`src/rtl/mem_port_arbiter.sv`:
```
// mem_port_arbiter: round-robin arbiter that lets two requesters (bit 0 is the
// UART loader, bit 1 is the reader) share one single-command memory port.
// A transaction walks IDLE -> ISSUE -> WAIT -> RESP. All outputs are registered.
// Optional feature: define MEM_ARB_TIMEOUT_EN to enable a WAIT watchdog. After
// TIMEOUT_CYCLES cycles in WAIT it aborts the transaction with an err_o pulse.
module mem_port_arbiter #(
    parameter int unsigned ADDR_W         = 28,
    parameter int unsigned DATA_W         = 64,
    parameter int unsigned TIMEOUT_CYCLES = 4096
) (
    input  logic                  CLK100MHZ,
    input  logic                  CPU_RESETN,
    input  logic [1:0]            req_i,
    input  logic [1:0]            we_i,
    input  logic [2*ADDR_W-1:0]   addr_i,
    input  logic [2*DATA_W-1:0]   wdata_i,
    output logic [1:0]            gnt_o,
    output logic [1:0]            done_o,
    output logic [DATA_W-1:0]     rdata_o,
    output logic [1:0]            err_o,
    output logic                  mem_read,
    output logic                  mem_write,
    output logic [ADDR_W-1:0]     mem_addr,
    output logic [DATA_W-1:0]     mem_d_to_ram,
    input  logic [DATA_W-1:0]     mem_d_from_ram,
    input  logic                  mem_transaction_complete
);

    typedef enum logic [1:0] {
        IDLE,
        ISSUE,
        WAIT,
        RESP
    } state_e;

    state_e              state_q;
    logic                ptr_q;      // last granted requester
    logic                sel_q;      // requester owning the current transaction
    logic                we_q;
    logic [ADDR_W-1:0]   addr_q;
    logic [DATA_W-1:0]   wdata_q;
    logic [DATA_W-1:0]   rdata_q;
    logic [1:0]          gnt_q;
    logic [1:0]          done_q;
    logic [1:0]          err_q;
    logic                rd_q;
    logic                wr_q;
    logic                win_d;
    logic [1:0]          sel_oh;

`ifdef MEM_ARB_TIMEOUT_EN
    localparam int unsigned WD_W = (TIMEOUT_CYCLES > 2) ? $clog2(TIMEOUT_CYCLES) : 1;
    logic [WD_W-1:0]     wd_q;
`endif

    assign sel_oh = sel_q ? 2'b10 : 2'b01;

    // Round-robin pick: on contention the requester not granted last wins.
    always_comb begin
        win_d = 1'b0;
        if (req_i == 2'b11) begin
            win_d = ~ptr_q;
        end else begin
            win_d = req_i[1];
        end
    end

    // Transaction FSM with registered grant/command/completion outputs.
    always_ff @(posedge CLK100MHZ or negedge CPU_RESETN) begin
        if (!CPU_RESETN) begin
            state_q <= IDLE;
            ptr_q   <= 1'b1;
            sel_q   <= 1'b0;
            we_q    <= 1'b0;
            addr_q  <= '0;
            wdata_q <= '0;
            rdata_q <= '0;
            gnt_q   <= '0;
            done_q  <= '0;
            err_q   <= '0;
            rd_q    <= 1'b0;
            wr_q    <= 1'b0;
`ifdef MEM_ARB_TIMEOUT_EN
            wd_q    <= '0;
`endif
        end else begin
            gnt_q  <= '0;
            done_q <= '0;
            err_q  <= '0;
            rd_q   <= 1'b0;
            wr_q   <= 1'b0;
            case (state_q)
                IDLE: begin
                    if (|req_i) begin
                        gnt_q   <= win_d ? 2'b10 : 2'b01;
                        sel_q   <= win_d;
                        ptr_q   <= win_d;
                        we_q    <= we_i[win_d];
                        addr_q  <= win_d ? addr_i[2*ADDR_W-1:ADDR_W] : addr_i[ADDR_W-1:0];
                        wdata_q <= win_d ? wdata_i[2*DATA_W-1:DATA_W] : wdata_i[DATA_W-1:0];
                        state_q <= ISSUE;
                    end
                end
                ISSUE: begin
                    wr_q    <= we_q;
                    rd_q    <= ~we_q;
`ifdef MEM_ARB_TIMEOUT_EN
                    wd_q    <= '0;
`endif
                    state_q <= WAIT;
                end
                WAIT: begin
                    if (mem_transaction_complete) begin
                        state_q <= RESP;
                    end
`ifdef MEM_ARB_TIMEOUT_EN
                    else if (wd_q == WD_W'(TIMEOUT_CYCLES - 1)) begin
                        err_q   <= sel_oh;
                        state_q <= IDLE;
                    end else begin
                        wd_q <= wd_q + 1'b1;
                    end
`endif
                end
                RESP: begin
                    // Read data is taken from the RESP cycle so it appears together with done_o.
                    if (!we_q) begin
                        rdata_q <= mem_d_from_ram;
                    end
                    done_q  <= sel_oh;
                    state_q <= IDLE;
                end
                default: state_q <= IDLE;
            endcase
        end
    end

    assign gnt_o        = gnt_q;
    assign done_o       = done_q;
    assign rdata_o      = rdata_q;
    assign mem_read     = rd_q;
    assign mem_write    = wr_q;
    assign mem_addr     = addr_q;
    assign mem_d_to_ram = wdata_q;
`ifdef MEM_ARB_TIMEOUT_EN
    assign err_o        = err_q;
`else
    assign err_o        = '0;
`endif

endmodule
```
`config.mk`:
```
export PLATFORM = sky130hd
export DESIGN_NAME = mem_port_arbiter
export DESIGN_NICKNAME = d
export VERILOG_FILES = /design/src/rtl/mem_port_arbiter.sv
export SDC_FILE = /design/constraint.sdc
export NUM_CORES = 1
export LEC_CHECK = 0
export CORE_AREA = 2 2 164 166
export CTS_BUF_LIST = sky130_fd_sc_hd__clkbuf_8
export DETAILED_ROUTE_END_ITERATION = 7
export DIE_AREA = 0 0 166 168
export GPL_TIMING_DRIVEN = 0
export PLACE_DENSITY_LB_ADDON = 0.08
export SETUP_SLACK_MARGIN = 0.05
export SYNTH_ARGS = -nofsm -noshare
export SYNTH_HDL_FRONTEND = slang
export SYNTH_SLANG_ARGS = --single-unit
```
`constraint.sdc`:
```
create_clock -name CLK100MHZ -period 1.7 [get_ports CLK100MHZ]
set_input_delay 0.34 -clock CLK100MHZ [delete_from_list [all_inputs] [get_ports CLK100MHZ]]
set_output_delay 0.34 -clock CLK100MHZ [all_outputs]
set_load 0.03 [all_outputs]
```
==> results of run 1 <==
[layout by cell type (no fill, tap or decap), drive strengths merged, types with 2 or more instances in the layout]
cell           count
clkdlybuf4s50    252
clkinv             5
and2               3
a21oi            188
inv                8
buf               41
dlygate4sd2      126
nand2             93
dfrtp            166
mux2              65
conb               2
ha                 4
nor2b              4
nor2              95
clkbuf            38
clkinvlp           3
clkdlybuf4s15     28
[synthesized netlist by cell type]
cell,n
buf_6,6
o21a_1,1
o21ai_2,1
a21boi_2,1
buf_2,33
a21bo_2,1
nor2b_1,4
mux2_2,65
a21o_1,1
a31oi_1,1
and2_1,3
nand2_1,93
conb_1,1
ha_1,4
o22a_1,1
dfstp_2,1
inv_1,2
clkbuf_1,8
dfrtp_1,166
nor2_1,95
a21oi_1,188
buf_4,3
[report_power, final]
| part | switching (W) | internal [W] |
|---|---|---|
| Combinational | 0.00774 | 0.00465 |
| Clock | 0.00167 | 0.00109 |
| Sequential | 0.000961 | 0.00599 |
[sequential cells by signal, indices dropped and copies added (netlist names)]
signal / flops
mem_d_to_ram: 64
rdata_o: 64
mem_addr: 28
done_o: 2
gnt_o: 2
state_q: 2
mem_read: 1
mem_write: 1
ptr_q: 1
sel_q: 1
we_q: 1
[stage by stage]
| step | TNS (ps) | worst slack (ps) | util | area (sq um) |
|---|---|---|---|---|
| floorplan | 0 | 199 | - | 7010 |
| detailed placement | -37920 | -439 | 0.441 | 11600 |
| global route | 0 | 4.60 | 0.454 | 12000 |
| CTS | 0 | 22.4 | 0.452 | 11900 |
| global placement | -1257460 | -7340 | 0.440 | 11600 |
| finish | 0 | 93.8 | 0.454 | 12000 |
[critical path: stages (launching register included)]
cell	delay, ps
dfrtp_1	410
ha_1	180
nor2b_1	120
buf_4	200
buf_4	220
mux2_2	360
[per-layer routing]
layer / wire length (um) / vias to the layer above / GRT usage
met2: 13500 / 286 / 0.328
met3: 2250 / 26 / 0.0635
li1: - / 3156 / -
met1: 11200 / 3207 / 0.235
met5: 13 / - / 0
met4: 463 / 2 / 0.0537
[layout make-up]
type                       instances  area, sq um  share of cell area
antenna                            1         2.50            0.000209
buffer                            50          379              0.0317
clock buffer                      18          248              0.0207
clock inverter                    14          120              0.0100
inverter                           2         7.51            0.000628
multi-input combinational        461         2580               0.216
sequential                       167         4180               0.350
tap                              341          427              0.0357
timing repair buffer             418         4010               0.335
[path summary, 6_finish.rpt]
check,slack (ps),cells after the start,from,to
worst max-delay path,90,5,state_q[1]$_DFFE_PN0P_,rdata_o[13]$_DFFE_PN0P_
worst min-delay path,190,2,req_i[0],ptr_q$_DFFE_PN1P_
worst max register to register,90,5,state_q[1]$_DFFE_PN0P_,rdata_o[13]$_DFFE_PN0P_
worst min register to register,460,1,sel_q$_DFFE_PN0P_,done_o[0]$_DFF_PN0_
max in group asynchronous,340,3,CPU_RESETN,we_q$_DFFE_PN0P_
min in group asynchronous,440,2,CPU_RESETN,rdata_o[56]$_DFFE_PN0P_
[logic make-up (layout without fill, tap and decap cells)]
group	after synthesis	count (layout)	synth area share
other cells	1	3	0.000535
flops	167	167	0.596
buf+inv	52	502	0.0418
fa+ha+maj	4	4	0.00714
mux	65	65	0.104
compound gates	195	195	0.143
simple gates	195	195	0.107
[timing repair]
item,in CTS,in global routing
endpoints found under the hold margin,79,0
gates resized for setup,204,51
hold buffers,1,0
gates cloned,0,1
endpoints found under the setup margin,314,178
==> summary.md, run 1 <==
| Metric | Value |
|---|---|
| WHS | 189 ps |
| Overall die area | 27900 sq um |
| Sink Count | 167 |
| Post-synthesis cell count | 679 |
| Routed vias/inst | 4.54 |
| Setup CP Type | reg2reg |
| Clk_lat worst skew | 460 ps |
| Vias after detailed routing | 6677 |
| Worst VDD drop | 0.832 mV |
| MaxCap Viol Count | 0 |
| Clk_skew | 24.4 ps |
| Slew @ Worst Pin | 682 ps |
| Initial antenna violation count | 2 |
| Crit path launch type | register |
| Yosys top cell area share | 0.593 |
| Total GRT Usage | 0.193 |
| CTS tree | yes |
| Pwr dens | 1850 nW/um^2 |
| Synthesized area | 7010 sq um |
| Clock transition at path regs | 90 ps |
| Die Span Y | 168 um |
| Leakage power | 5.28 nW |
| Final period util | 0.945 |
| Post-route ant nets | 0 |
| CTS root buffer | clkbuf_8 |
| Nets@finish | 1376 |
| Port bufs | 415 |
| CP endpoint kind | register |
| F_max | 623 MHz |
| Initial Util | 0.266 |
| Post-Syn Area per Cell | 10.3 sq um |
| IO Count | 419 |
| Post-synthesis cell type count | 22 |
| Die width | 166 um |
| Hold Crit Class | in2reg |
| RSZ-0062 raised after global routing | yes |
| Number of global-route vias before repair | 6681 |
| 1st-pass router iterations | 4 |
| Slew Limit Fails | 0 |
| Placed Cells | 1437 |
| First-pass GRT wire length | 41300 um |
| Overall Power | 0.0221 W |
| Crit path max fanout | 10 |
| Hpwl dp | 20600 um |
| Synthesis-to-layout area growth | 70.5% |
| Largest area contributor in the netlist | dfrtp_1 |
| H-tree lvl count | 4 |
| Final hold vios | 0 |
| Drt initial violations | 258 |
| Post-synthesis register bit count | 167 |
| Largest net degree at the start of global routing | 89 |
| Sequential area share after synthesis | 0.596 |
| Ys Warns | 0 |
| Congestion Overflow GR | 0 |
| Max clock buf depth | 2 |
| Post-CTS Repair Setup Buffers | 0 |
| Non-Filler Instances | 1472 |
| Residual DRC count | 0 |
| Drt wl/cell | 18.6 um |
| GP Congestion | 0.773 |
| Layout cell share with drive strength beyond 1 | 0.145 |
| Worst path arrival time | 1940 ps |
| Crit path required time | 2030 ps |
| CTS Buf Count | 17 |
| Area contributors post-synth | dfrtp_1, a21oi_1, mux2_2 |
| Fill count | 2599 |
| Status | finished clean |
| Routed wire length | 27300 um |
| Core Rows | 60 |
| Rel. slew slack | 0.545 |
| Number of setup violations in the final report | 0 |
| Core region area | 26400 sq um |
| Min Tclk post-route | 1610 ps |
Note: power is estimated with default switching activity, not from simulation.
==> run 2: changes to the inputs <==
--- a/config.mk
+++ b/config.mk
@@ -12,6 +12,7 @@
 export GPL_TIMING_DRIVEN = 0
 export PLACE_DENSITY_LB_ADDON = 0.08
 export SETUP_SLACK_MARGIN = 0.05
+export SKIP_CTS_REPAIR_TIMING = 1
 export SYNTH_ARGS = -nofsm -noshare
 export SYNTH_HDL_FRONTEND = slang
 export SYNTH_SLANG_ARGS = --single-unit
==> run 2 against run 1 <==
- global-route usage is 0.051 points lower
- sequential share of layout area decreased by 2.0 points
- combinational power rose by 9.7%
- maximum frequency decreased by 1.4%
- clock power about the same
- highest routed layer unchanged
==> summary.md, run 2 (synthesis gave the netlist of run 1 again) <==
| Metric | Value |
|---|---|
| Status | finished clean (unchanged) |
| Die width | 166 um (unchanged) |
| Synthesis-to-layout area growth | 80.7% (was 70.5%) |
| Slew @ Worst Pin | 677 ps (was 682 ps) |
| Max clock buf depth | 2 (unchanged) |
| Worst VDD drop | 0.907 mV (was 0.832 mV) |
| GP Congestion | 0.773 (unchanged) |
| Initial Util | 0.266 (unchanged) |
| Crit path max-delay family | buffers and inverters (unchanged) |
| Hpwl dp | 20600 um (unchanged) |
| Overall Power | 0.0233 W (was 0.0221 W) |
| Crit path launch type | register (unchanged) |
| Non-Filler Instances | 1476 (was 1472) |
| First-pass GRT wire length | 41100 um (was 41300 um) |
| Routed wire length | 27700 um (was 27300 um) |
| Placed Cells | 1437 (unchanged) |
| Total GRT Usage | 0.192 (was 0.193) |
| Hold depth | 2 (unchanged) |
| Core Rows | 60 (unchanged) |
| Vias after detailed routing | 6707 (was 6677) |
| Clk_skew | 24.3 ps (was 24.4 ps) |
| Final period util | 0.958 (was 0.945) |
| Crit path required time | 2050 ps (was 2030 ps) |
| Slew Limit Fails | 0 (unchanged) |
| Worst path arrival time | 1980 ps (was 1940 ps) |
| Largest net degree at the start of global routing | 89 (unchanged) |
| CTS tree | yes (unchanged) |
| IO Count | 419 (unchanged) |
| Crit path max fanout | 10 (unchanged) |
| Overall die area | 27900 sq um (unchanged) |
| Crit-path cells | buf_4 > inv_2 > ha_4 > o21ai_4 > buf_6 > clkbuf_4 > a21oi_1 > a21oi_1 (was ha_1 > nor2b_1 > buf_4 > buf_4 > mux2_2) |
| Nets@finish | 1380 (was 1376) |
| Clock transition at path regs | 100 ps (was 90 ps) |
| Number of setup violations in the final report | 0 (unchanged) |
| WHS | 188 ps (was 189 ps) |
| CTS root buffer | clkbuf_8 (unchanged) |
| Number of global-route vias before repair | 6647 (was 6681) |
| Final WS setup | 71.2 ps (was 93.8 ps) |
| Rel. slew slack | 0.548 (was 0.545) |
| Crit path depth | 8 (was 5) |
| Setup CP Type | reg2reg (unchanged) |
| Leakage power | 6.54 nW (was 5.28 nW) |
| Finished Core Util | 0.481 (was 0.454) |
| Drt wl/cell | 18.7 um (was 18.6 um) |
| Sink Count | 167 (unchanged) |
| Core region area | 26400 sq um (unchanged) |
| 1st-pass router iterations | 4 (unchanged) |
| Buf/Inv on CP | 4 (was 2) |
| Most frequent cells in the layout | clkdlybuf4s50_1, a21oi_1, dfrtp_1 (unchanged) |
| Final hold vios | 0 (unchanged) |
| Worst Reg-to-Reg Cells | 8 (was 5) |
| MaxCap Viol Count | 0 (unchanged) |
| Routed vias/inst | 4.54 (about the same) |
| Drt initial violations | 293 (was 258) |
| Residual DRC count | 0 (unchanged) |
| CTS Buf Count | 17 (unchanged) |
| Clk_lat worst skew | 460 ps (about the same) |
| CP endpoint kind | register (unchanged) |
| Most frequent CP cell | a21oi_1 (was buf_4) |
| Commonest non-fill, non-tap cell in the layout | clkdlybuf4s50_1 (unchanged) |
| Hold Crit Class | in2reg (unchanged) |
| H-tree lvl count | 4 (unchanged) |
| Pwr dens | 1840 nW/um^2 (was 1850 nW/um^2) |
| Hold path start | req_i[0] (unchanged) |
| Crit path launch | state_q[0]$_DFFE_PN0P_ (was state_q[1]$_DFFE_PN0P_) |
| Post-route ant nets | 0 (unchanged) |
| Port bufs | 415 (unchanged) |
| Pre-CTS WS | -439 ps (unchanged) |
| Reg2reg start | state_q[0]$_DFFE_PN0P_ (was state_q[1]$_DFFE_PN0P_) |
| Layout cell share with drive strength beyond 1 | 0.153 (was 0.145) |
| Initial antenna violation count | 2 (unchanged) |
| Die Span Y | 168 um (unchanged) |
| Slowest cell delay on critical path | 400 ps (was 410 ps) |
| Congestion Overflow GR | 0 (unchanged) |
| RSZ-0062 raised after global routing | yes (unchanged) |
| Min Tclk post-route | 1630 ps (was 1610 ps) |
| F_max | 614 MHz (was 623 MHz) |
| Slowest cell on the critical path | dfrtp_1 (unchanged) |
==> run 2: changes by cell type in the layout (fill, tap and decap cells not counted), moves of 4 or more <==
cell / change
clkdlybuf4s15_1: -28
dlygate4sd2_1: -126
clkbuf_2: -10
buf_6: +7
buf_2: +4
a21oi_1: -13
buf_4: -8
dlymetal6s2s_1: +162
a21oi_2: +13
==> run 2: layout make-up <==
type                    count  area, sq um
clock inverters            14          120
plain buffers              50          410
inverters                   2         7.51
multi-input cells         461         2630
repair buffers            422         4640
flip-flops and latches    167         4180
clock buffers              18          248
diodes                      1         2.50
well taps                 341          427
fillers                  2467        13700
==> run 2: stage by stage <==
stage | area [sq um] | setup TNS, ps
floorplan | 7010 | 0
global placement | 11600 | -1257460
detailed placement | 11600 | -37920
CTS | 12000 | -45960
global route | 12700 | -118
finish | 12700 | 0
==> run 2: final timing paths <==
path                                                 to  slack [ps]
max                        mem_d_to_ram[12]$_DFFE_PN0P_          70
min                                   ptr_q$_DFFE_PN1P_         190
max reg2reg                mem_d_to_ram[12]$_DFFE_PN0P_          70
min reg2reg                         done_o[0]$_DFF_PN0_         460
max in group asynchronous              we_q$_DFFE_PN0P_         340
min in group asynchronous       rdata_o[56]$_DFFE_PN0P_         430
==> run 2: layer usage <==
layer  wire length [um]  share of wire  GRT usage
met5                 13        0.00047          0
met2              13600           0.49      0.325
met1              11400           0.41      0.235
met4                483          0.017     0.0560
met3               2200          0.079     0.0635
==> run 2: where the power goes <==
| group | switching (W) | total (W) | internal, W |
|---|---|---|---|
| Clock | 0.00169 | 0.00278 | 0.00109 |
| Combinational | 0.00783 | 0.0136 | 0.00578 |
| Sequential | 0.000943 | 0.00693 | 0.00599 |
==> run 2: worst register-to-register path, cell delays in order (launching register included) <==
cell	delay, ps
dfrtp_1	400
buf_4	150
inv_2	70
ha_4	190
o21ai_4	120
buf_6	170
clkbuf_4	200
a21oi_1	160
a21oi_1	90
==> run 3: changes to the inputs <==
--- a/config.mk
+++ b/config.mk
@@ -5,14 +5,17 @@
 export SDC_FILE = /design/constraint.sdc
 export NUM_CORES = 1
 export LEC_CHECK = 0
-export CORE_AREA = 2 2 164 166
+export ABC_AREA = 1
+export CAP_MARGIN = 20
+export CORE_AREA = 2 2 162 164
 export CTS_BUF_LIST = sky130_fd_sc_hd__clkbuf_8
 export DETAILED_ROUTE_END_ITERATION = 7
-export DIE_AREA = 0 0 166 168
+export DIE_AREA = 0 0 164 166
 export GPL_TIMING_DRIVEN = 0
 export PLACE_DENSITY_LB_ADDON = 0.08
 export SETUP_SLACK_MARGIN = 0.05
 export SKIP_CTS_REPAIR_TIMING = 1
+export SLEW_MARGIN = 40
 export SYNTH_ARGS = -nofsm -noshare
 export SYNTH_HDL_FRONTEND = slang
 export SYNTH_SLANG_ARGS = --single-unit
==> run 3 against run 2 <==
- hold slack better by 210 ps
- die area down 2.4%
- flip-flop and latch count unchanged
- sequential share of layout area down 2.8 points
- clock skew down 11 ps
- wire length up 5.4%
- critical path type unchanged
- largest cell class unchanged
==> summary.md, run 3 <==
| Metric | Value |
|---|---|
| Worst path arrival time | 1910 ps (was 1980 ps) |
| Congestion Overflow GR | 0 (unchanged) |
| Post-synthesis async set-or-reset flop share | 1.00 (unchanged) |
| Core Rows | 59 (was 60) |
| RSZ-0062 raised after global routing | yes (unchanged) |
| MaxCap Viol Count | 0 (unchanged) |
| Crit path max fanout | 10 (unchanged) |
| Ys Warns | 0 (unchanged) |
| CTS root buffer | clkbuf_8 (unchanged) |
| Routed vias/inst | 4.36 (was 4.54) |
| Pwr dens | 1690 nW/um^2 (was 1840 nW/um^2) |
| Routed wire length | 29200 um (was 27700 um) |
| Top_reg_cell synth | dfrtp_1 (unchanged) |
| Slew Limit Fails | 0 (unchanged) |
| Setup CP Type | reg2reg (unchanged) |
| Number of setup violations in the final report | 0 (unchanged) |
| Area contributors post-synth | dfrtp_1, nand2_1, inv_1 (was dfrtp_1, a21oi_1, mux2_2) |
| Overall die area | 27200 sq um (was 27900 sq um) |
| Vias after detailed routing | 8354 (was 6707) |
| Flop pwr share | 0.296 (was 0.297) |
| Yosys top cell area share | 0.509 (was 0.593) |
| Worst VDD drop | 0.845 mV (was 0.907 mV) |
| Post-synthesis cell count | 1117 (was 679) |
| Crit path launch type | register (unchanged) |
| Placed Cells | 1871 (was 1437) |
| Largest net degree at the start of global routing | 68 (was 89) |
| Post-synthesis register bit count | 167 (unchanged) |
| Most frequent cells in the layout | nand2_1, inv_1, clkdlybuf4s50_1 (was clkdlybuf4s50_1, a21oi_1, dfrtp_1) |
| Post-synth EDFFs | 0 (unchanged) |
| Drt initial violations | 463 (was 293) |
| GP Congestion | 0.824 (was 0.773) |
| First-pass GRT wire length | 44400 um (was 41100 um) |
| F_max | 640 MHz (was 614 MHz) |
| Sequential area share after synthesis | 0.512 (was 0.596) |
| Drt wl/cell | 15.2 um (was 18.7 um) |
| Residual DRC count | 0 (unchanged) |
| Post-Syn Area per Cell | 7.31 sq um (was 10.3 sq um) |
| Leakage power | 8.97 nW (was 6.54 nW) |
| Die width | 164 um (was 166 um) |
| Clk_skew | 13.6 ps (was 24.3 ps) |
| Initial Util | 0.319 (was 0.266) |
| Clock transition at path regs | 100 ps (about the same) |
| Non-Filler Instances | 1914 (was 1476) |
| Clk_lat worst skew | 460 ps (about the same) |
| Port bufs | 416 (was 415) |
| Final period util | 0.919 (was 0.958) |
| Rel. slew slack | 0.666 (was 0.548) |
| Crit path launch | state_q[0]$_DFFE_PN0P_ (unchanged) |
| Status | finished clean (unchanged) |
| WHS | 400 ps (was 188 ps) |
| Slew @ Worst Pin | 500 ps (was 677 ps) |
| Comb pwr share | 0.581 (was 0.584) |
| Commonest non-fill, non-tap cell in the layout | nand2_1 (was clkdlybuf4s50_1) |
| Hpwl dp | 22100 um (was 20600 um) |
| Pre-CTS WS | -442 ps (was -439 ps) |
| Overall Power | 0.0234 W (was 0.0233 W) |
| P_int | 0.0125 W (was 0.0129 W) |
| IO Count | 419 (unchanged) |
| Sink Count | 167 (unchanged) |
| Commonest cells post-synth | nand2_1, inv_1, nand3_1 (was a21oi_1, dfrtp_1, nor2_1) |
| Synthesized area | 8160 sq um (was 7010 sq um) |
| Sw Ratio | 0.464 (was 0.449) |
| 1st-pass router iterations | 7 (was 4) |
| Nets@finish | 1821 (was 1380) |
| Total GRT Usage | 0.213 (was 0.192) |
| CTS Buf Count | 17 (unchanged) |
| CP endpoint kind | register (unchanged) |
| RR Endpoint | mem_d_to_ram[36]$_DFFE_PN0P_ (was mem_d_to_ram[12]$_DFFE_PN0P_) |
| Net Sw Power | 0.0108 W (was 0.0105 W) |
| Number of global-route vias before repair | 8075 (was 6647) |
| Max clock buf depth | 2 (unchanged) |
| Hold Crit Class | in2async (was in2reg) |
| Crit path required time | 2040 ps (was 2050 ps) |
| Reg2reg start | state_q[0]$_DFFE_PN0P_ (unchanged) |
| Final WS setup | 138 ps (was 71.2 ps) |
| Die Span Y | 166 um (was 168 um) |
| Synthesis-to-layout area growth | 69.7% (was 80.7%) |
| Final hold vios | 0 (unchanged) |
| R2r setup slk | 140 ps (was 70 ps) |
| Core region area | 25600 sq um (was 26400 sq um) |
| Largest area contributor in the netlist | dfrtp_1 (unchanged) |
| CP endpoint | mem_d_to_ram[36]$_DFFE_PN0P_ (was mem_d_to_ram[12]$_DFFE_PN0P_) |
| Min Tclk post-route | 1560 ps (was 1630 ps) |
| Layout cell share with drive strength beyond 1 | 0.0717 (was 0.153) |
| Worst Reg-to-Reg Cells | 10 (was 8) |
| Sum Neg Setup Slack | 0 ps (unchanged) |
| Top-count cell post-synth | nand2_1 (was a21oi_1) |
| Clock group share of total power | 0.122 (was 0.119) |
| CTS tree | yes (unchanged) |
| H-tree lvl count | 4 (unchanged) |
| Fill count | 2482 (was 2467) |
| Post-route ant nets | 0 (unchanged) |
| Initial antenna violation count | 4 (was 2) |
| Post-synthesis cell type count | 16 (was 22) |
[run 3: cell type report]
cell class              instances  area, sq um  share of cell area
flip-flops and latches        167         4180               0.302
repair buffers                425         4680               0.338
multi-input cells             624         2730               0.197
plain buffers                  66          452              0.0326
clock buffers                  18          248              0.0179
inverters                     261          985              0.0711
diodes                          4         10.0            0.000723
clock inverters                14          143              0.0103
well taps                     335          419              0.0303
[run 3: per-layer routing]
layer  share of wire  up-vias  routed length (um)  track usage
met4           0.024        0                 692       0.0728
met5               0        -                   0            0
met2            0.49      288               14400        0.363
met1            0.40     3822               11500        0.251
li1                -     4206                   -            -
met3           0.087       38                2540       0.0674
[run 3: power groups by stage]
stage,Sequential (W),Combinational (W),Clock [W]
global placement,0.00703,0.0134,0
CTS,0.00703,0.0135,0.00298
finish,0.00693,0.0136,0.00286
detailed placement,0.00707,0.0135,0
global route,0.00717,0.0148,0.00317
floorplan,0.0108,0.00356,0
[run 3: how the worst min path moves through the flow]
| stage | end | slack (ps) | cells after the start |
|---|---|---|---|
| finish | rdata_o[51]$_DFFE_PN0P_ | 400 | 2 |
| floorplan | done_o[0]$_DFF_PN0_ | 40 | 0 |
| detailed placement | rdata_o[51]$_DFFE_PN0P_ | 320 | 1 |
| CTS | rdata_o[51]$_DFFE_PN0P_ | -210 | 1 |
| global placement | done_o[0]$_DFF_PN0_ | 450 | 1 |
| global route | rdata_o[56]$_DFFE_PN0P_ | 400 | 3 |
[run 3: kinds of logic (layout without fill, tap and decap cells)]
family / count (synthesis) / after routing / share of synthesized area
AND/OR/NAND/NOR: 554 / 554 / 0.285
AO/OA/AOI/OAI: 64 / 64 / 0.0393
adder cells (fa/ha/maj): 4 / 4 / 0.00613
other: 1 / 6 / 0.000460
buffers and inverters: 327 / 784 / 0.157
flip-flops: 167 / 167 / 0.512
[run 3: per-stage QoR]
step                      instance area, sq um   util
after floorplan                           8160      -
after global placement                   12700  0.498
after detailed placement                 12800  0.500
after CTS                                13200  0.515
after global routing                     13800  0.541
final                                    13900  0.541
[run 3: worst max-delay path, cell delays in order (launching register included)]
cell and delay [ps]:
dfrtp_1 400, buf_4 160, inv_4 60, ha_4 140
inv_2 50, nor2_4 160, inv_4 80, buf_12 150
buf_6 140, nand2_1 60, nand2_1 50
==> patch 1: new RTL, flow settings as in run 3 <==
Re-encode `state_e` (4 states) as Gray code, 2 bits wide.
--- a/src/rtl/mem_port_arbiter.sv
+++ b/src/rtl/mem_port_arbiter.sv
@@ -28,8 +28,8 @@
 
     typedef enum logic [1:0] {
-        IDLE,
-        ISSUE,
-        WAIT,
-        RESP
+        IDLE  = 2'b00,
+        ISSUE = 2'b01,
+        WAIT  = 2'b11,
+        RESP  = 2'b10
     } state_e;
 
Behaviour: same outputs for any inputs over 4 cycles, from zero or initial values and one cycle with CPU_RESETN low; so few cycles prove little.
==> patch 1 against run 3 <==
Wire length shrank 0.40%; sequential cell count did not move; synthesized area fell by 0.94%; setup slack gained 0.015 ns; design area fell by 1.5%; critical path depth shrank 2; total power shrank 4.3%; combinational power decreased by 7%.
==> patch 1: results (changes against run 3) <==
INFO  metric cts-buffers-inserted = 17 (unchanged)
INFO  metric ys_async_sr_fraction = 1.00 (unchanged)
INFO  metric globalplace.congestion = 0.828 (was 0.824)
INFO  metric finalNetCount = 1801 (was 1821)
INFO  metric timing.clock.skew = 0.0167 ns (was 0.0136 ns)
INFO  metric htree_num_levels = 4 (unchanged)
INFO  metric grt_max_degree = 69 (was 68)
INFO  metric yosys_warnings = 0 (unchanged)
INFO  metric power.net_switching = 10.4 mW (was 10.8 mW)
INFO  metric root_buffer = clkbuf_8 (unchanged)
INFO  metric clock_latency_on_the_worst_skew_pair = 0.46 ns (about the same)
INFO  metric synthDistinctLibCells = 15 (was 16)
INFO  metric finalHoldViolations = 0 (unchanged)
INFO  metric wire_length_of_the_first_global_routing_pass = 44800 um (was 44400 um)
INFO  metric grt_overflow = 0 (unchanged)
INFO  metric dominantRegCellSynth = dfrtp_1 (unchanged)
INFO  metric seq_area_frac_synth = 0.517 (was 0.512)
INFO  metric first_global_vias = 8090 (was 8075)
INFO  metric clk_transition_reported_paths = 0.10 ns (about the same)
INFO  metric post_drt_wl_per_cell = 15.3 um (was 15.2 um)
INFO  metric fillerInstances = 2544 (was 2482)
INFO  metric critPathArrivalTime = 1.90 ns
INFO  metric detailed_place_hpwl = 22000 um (was 22100 um)
INFO  metric route.vias.total = 8227 (was 8354)
INFO  metric grt_usage = 0.213 (about the same)
INFO  metric post_synth_most_frequent_cells = 351 x nand2_1, 256 x inv_1, 187 x nand3_1 (was 358 x nand2_1, 260 x inv_1, 188 x nand3_1)
INFO  metric drtIter0Drc = 518 (was 463)
INFO  metric p_leak = 8.87 nW (was 8.97 nW)
INFO  metric drt_pass1_iterations = 5 (was 7)
INFO  metric worstHoldPathType = input port to async pin (unchanged)
INFO  metric worst_vdd_rail_ir_drop = 746 uV (was 845 uV)
INFO  metric synth.top_cells.by_area = dfrtp_1 51%, nand2_1 16%, inv_1 12%, nand3_1 12%, o21ai_0 4.1% (was dfrtp_1 51%, nand2_1 16%, inv_1 12%, nand3_1 12%, o21ai_0 3.9%)
INFO  metric grt_antenna_before_repair = 1 (was 4)
INFO  metric max-clock-path-buffers = 2 (unchanged)
INFO  metric cp_max_fo = 10 (unchanged)
INFO  metric portBuffers = 416 (unchanged)
INFO  metric route.detailed.drc = 0 (unchanged)
INFO  metric result_of_the_run = completed (unchanged)
INFO  metric final_layout_size_suffix_gt1_frac = 0.0641 (was 0.0717)
INFO  metric postPlaceCellArea = 0.0127 mm2 (was 0.0128 mm2)
patch 1: cell types whose count changed after synthesis, moves of 4 or more:
cell	run 3	this run
ha_1	4	0
buf_4	2	9
buf_2	39	25
inv_1	260	256
buf_1	5	9
clkbuf_1	20	24
nand2_1	358	351
patch 1: per-layer routing:
metal  GRT usage  part of all wire  up-vias
li1            -                 -     4159
met1       0.258              0.41     3751
met2       0.351              0.48      279
met3      0.0689             0.085       38
met4      0.0812             0.028        0
met5           0                 0        -
patch 1: area by class of cell:
class,instances,share of cell area
repair buffers,422,0.342
diodes,1,0.000183
multi-input cells,614,0.193
clock inverters,15,0.0119
clock buffers,17,0.0172
flip-flops and latches,167,0.306
well taps,335,0.0307
plain buffers,67,0.0278
inverters,257,0.0707
patch 1: through the flow:
| stage | util | setup slack, ns | total power [mW] | setup TNS [ns] | cells |
|---|---|---|---|---|---|
| after floorplan | - | 0.372 | 13.9 | 0 | 1105 |
| after global placement | 0.495 | -7.15 | 19.8 | -1221.15 | 1856 |
| after detailed placement | 0.497 | -0.534 | 19.9 | -33.62 | 1858 |
| after CTS | 0.512 | -0.272 | 22.9 | -34.16 | 1890 |
| after global routing | 0.533 | 0.0255 | 23.9 | 0 | 1895 |
| final | 0.533 | 0.152 | 22.4 | 0 | 1895 |
patch 1: path summary, 6_finish.rpt:
path / cells past startpoint / start / slack [ns] / endpoint
min in group CLK100MHZ: 3 / mem_d_from_ram[2] / 0.42 / rdata_o[2]$_DFFE_PN0P_
min reg2reg: 1 / sel_q$_DFFE_PN0P_ / 0.43 / done_o[0]$_DFF_PN0_
min: 2 / CPU_RESETN / 0.35 / mem_addr[0]$_DFFE_PN0P_
max in group asynchronous: 3 / CPU_RESETN / 0.67 / mem_d_to_ram[18]$_DFFE_PN0P_
max reg2reg: 8 / ptr_q$_DFFE_PN1P_ / 0.15 / mem_addr[1]$_DFFE_PN0P_
max: 8 / ptr_q$_DFFE_PN1P_ / 0.15 / mem_addr[1]$_DFFE_PN0P_
patch 1: power by group through the flow:
stage / Combinational (mW) / Clock [mW] / Sequential [mW]
2_1_floorplan: 3.24 / 0 / 10.7
3_3_place_gp: 12.8 / 0 / 6.96
3_5_place_dp: 12.9 / 0 / 7.00
4_1_cts: 13.0 / 3.03 / 6.95
5_1_grt: 13.6 / 3.21 / 7.10
6_report: 12.6 / 2.91 / 6.87
patch 1: critical path: stages, from the launching register on:
cell,delay (ns)
dfstp_2,0.55
nand2_2,0.09
nand2_2,0.12
buf_4,0.12
buf_6,0.17
buf_4,0.20
nand2_1,0.06
nand3_1,0.08
nand2_1,0.06
patch 1: kinds of logic after synthesis:
| family | share of synthesized area |
|---|---|
| compound gates | 0.0409 |
| buf+inv | 0.158 |
| flops | 0.517 |
| other cells | 0.000464 |
| simple gates | 0.283 |
==> patch 2: new RTL, settings of run 3 <==
Made on the original files. The option `MEM_ARB_TIMEOUT_EN` is turned on by a define.
--- a/src/rtl/mem_port_arbiter.sv
+++ b/src/rtl/mem_port_arbiter.sv
@@ -4,4 +4,6 @@
 // Optional feature: define MEM_ARB_TIMEOUT_EN to enable a WAIT watchdog. After
 // TIMEOUT_CYCLES cycles in WAIT it aborts the transaction with an err_o pulse.
+`define MEM_ARB_TIMEOUT_EN
+
 module mem_port_arbiter #(
     parameter int unsigned ADDR_W         = 28,
Behaviour: same outputs for any inputs over 4 cycles, from zero or initial values and one cycle with CPU_RESETN low; that may be too few to reach the edited logic, so the function may still have changed.
==> patch 2 against run 3 <==
Via count decreased by 15%; clock power about the same; sequential cell count up 14; highest routed layer unchanged; total power fell by 0.45%; wire length shrank 3.6%; largest cell class unchanged; setup slack gained 0.011 ns; critical path type unchanged; global-route usage decreased by 0.97 points; synthesized area decreased by 6.2%; design area is 4.8% lower.
==> patch 2: results (changes against run 3) <==
INFO  metric nNonClkInverters = 19 (was 261)
INFO  metric final.hold.worst_slack = 0.357 ns (was 0.400 ns)
INFO  metric wire_length_of_the_first_global_routing_pass = 41700 um (was 44400 um)
INFO  metric first_global_vias = 7049 (was 8075)
INFO  metric worst_vdd_rail_ir_drop = 865 uV (was 845 uV)
INFO  metric r2r.worst_path.cells = 7 (was 10)
INFO  metric finalCoreUtilization = 0.515 (was 0.541)
INFO  metric grt_max_degree = 70 (was 68)
INFO  metric portBuffers = 418 (was 416)
INFO  metric route.vias.total = 7090 (was 8354)
INFO  metric fraction_of_standard_cell_area_in_multi_input_logic = 0.212 (was 0.197)
INFO  metric timing_worst_slew_pin_value = 0.499 ns (was 0.500 ns)
INFO  metric result_of_the_run = completed (unchanged)
INFO  metric synth.top_cells.by_area = dfrtp_1 59%, nand2_1 12%, mux2_2 8.8%, nand3_1 5.5%, o21ai_0 2.9% (was dfrtp_1 51%, nand2_1 16%, inv_1 12%, nand3_1 12%, o21ai_0 3.9%)
INFO  metric n_antenna_cell = 5 (was 4)
INFO  metric layout.clock.cell_area_share = 0.0278 (was 0.0282)
INFO  metric timing.clock.skew = 0.0181 ns (was 0.0136 ns)
INFO  metric seqPwrFrac = 0.315 (was 0.296)
INFO  metric post_synth_most_frequent_cells = 252 x nand2_1, 180 x dfrtp_1, 84 x nand3_1 (was 358 x nand2_1, 260 x inv_1, 188 x nand3_1)
INFO  metric drt_pass1_iterations = 4 (was 7)
INFO  metric postPlaceCellArea = 0.0123 mm2 (was 0.0128 mm2)
INFO  metric placed_cells_incl_taps = 1535 (was 1871)
INFO  metric seq_area_frac_synth = 0.592 (was 0.512)
INFO  metric fillerInstances = 2413 (was 2482)
INFO  metric via_per_inst = 4.50 (was 4.36)
INFO  metric placement.setup.worst_slack = -0.312 ns (was -0.442 ns)
INFO  metric reg2reg_to = mem_d_to_ram[58]$_DFFE_PN0P_ (was mem_d_to_ram[36]$_DFFE_PN0P_)
INFO  metric cts.sink_count = 181 (was 167)
INFO  metric grt_usage = 0.203 (was 0.213)
INFO  metric p_total = 23.3 mW (was 23.4 mW)
INFO  metric synth_cells = 780 (was 1117)
INFO  metric r2r_start = state_q[1]$_DFFE_PN0P_ (was state_q[0]$_DFFE_PN0P_)
INFO  metric final_layout_size_suffix_gt1_frac = 0.121 (was 0.0717)
INFO  metric drtIter0Drc = 365 (was 463)
INFO  metric power.internal = 12.8 mW (was 12.5 mW)
INFO  metric grt_antenna_before_repair = 5 (was 4)
INFO  metric post_drt_wl_per_cell = 17.9 um (was 15.2 um)
[patch 2: cell count changes in the layout (fill, tap and decap cells not counted), sizes merged, moves of 16 or more]
cell    delta
nand2    -103
nor2      +48
nand3    -103
mux2      +64
inv      -240
clkbuf    -16
[patch 2: kinds of logic after synthesis]
family,count (synthesis),share of synthesized area
buffers and inverters,59,0.0454
and+or+nand+nor,399,0.215
DFF,181,0.592
adders and majority gates,1,0.00163
muxes,64,0.0941
xor gates and xnor gates,3,0.00343
AOI/OAI and AO/OA,73,0.0484
[patch 2: worst max path at each step]
stage	startpoint	to	slack, ns	depth (start not counted)
3_5_place_dp	req_i[1]	mem_addr[21]$_DFFE_PN0P_	-0.31	6
2_1_floorplan	wd_q[0]$_DFFE_PN0P_	wd_q[4]$_DFFE_PN0P_	0.31	9
3_3_place_gp	CPU_RESETN	mem_d_to_ram[17]$_DFFE_PN0P_	-7.90	1
5_1_grt	state_q[1]$_DFFE_PN0P_	mem_d_to_ram[58]$_DFFE_PN0P_	0.03	7
4_1_cts	mem_d_to_ram[59]$_DFFE_PN0P_	mem_d_to_ram[59]	-0.27	1
6_report	state_q[1]$_DFFE_PN0P_	mem_d_to_ram[58]$_DFFE_PN0P_	0.15	7
[patch 2: per-layer routing]
layer	share of wire	track usage	up-vias
met5	0	0	-
met4	0.016	0.0614	0
met3	0.092	0.0709	23
met2	0.50	0.347	274
met1	0.39	0.238	3353
li1	-	-	3440
[patch 2: worst max-delay path, stage by stage, from the launching register on]
cell	delay (ns)
dfrtp_2	0.47
nor2_2	0.17
o21ai_2	0.12
inv_2	0.13
buf_12	0.12
buf_2	0.19
o21ai_0	0.11
o21ai_1	0.16
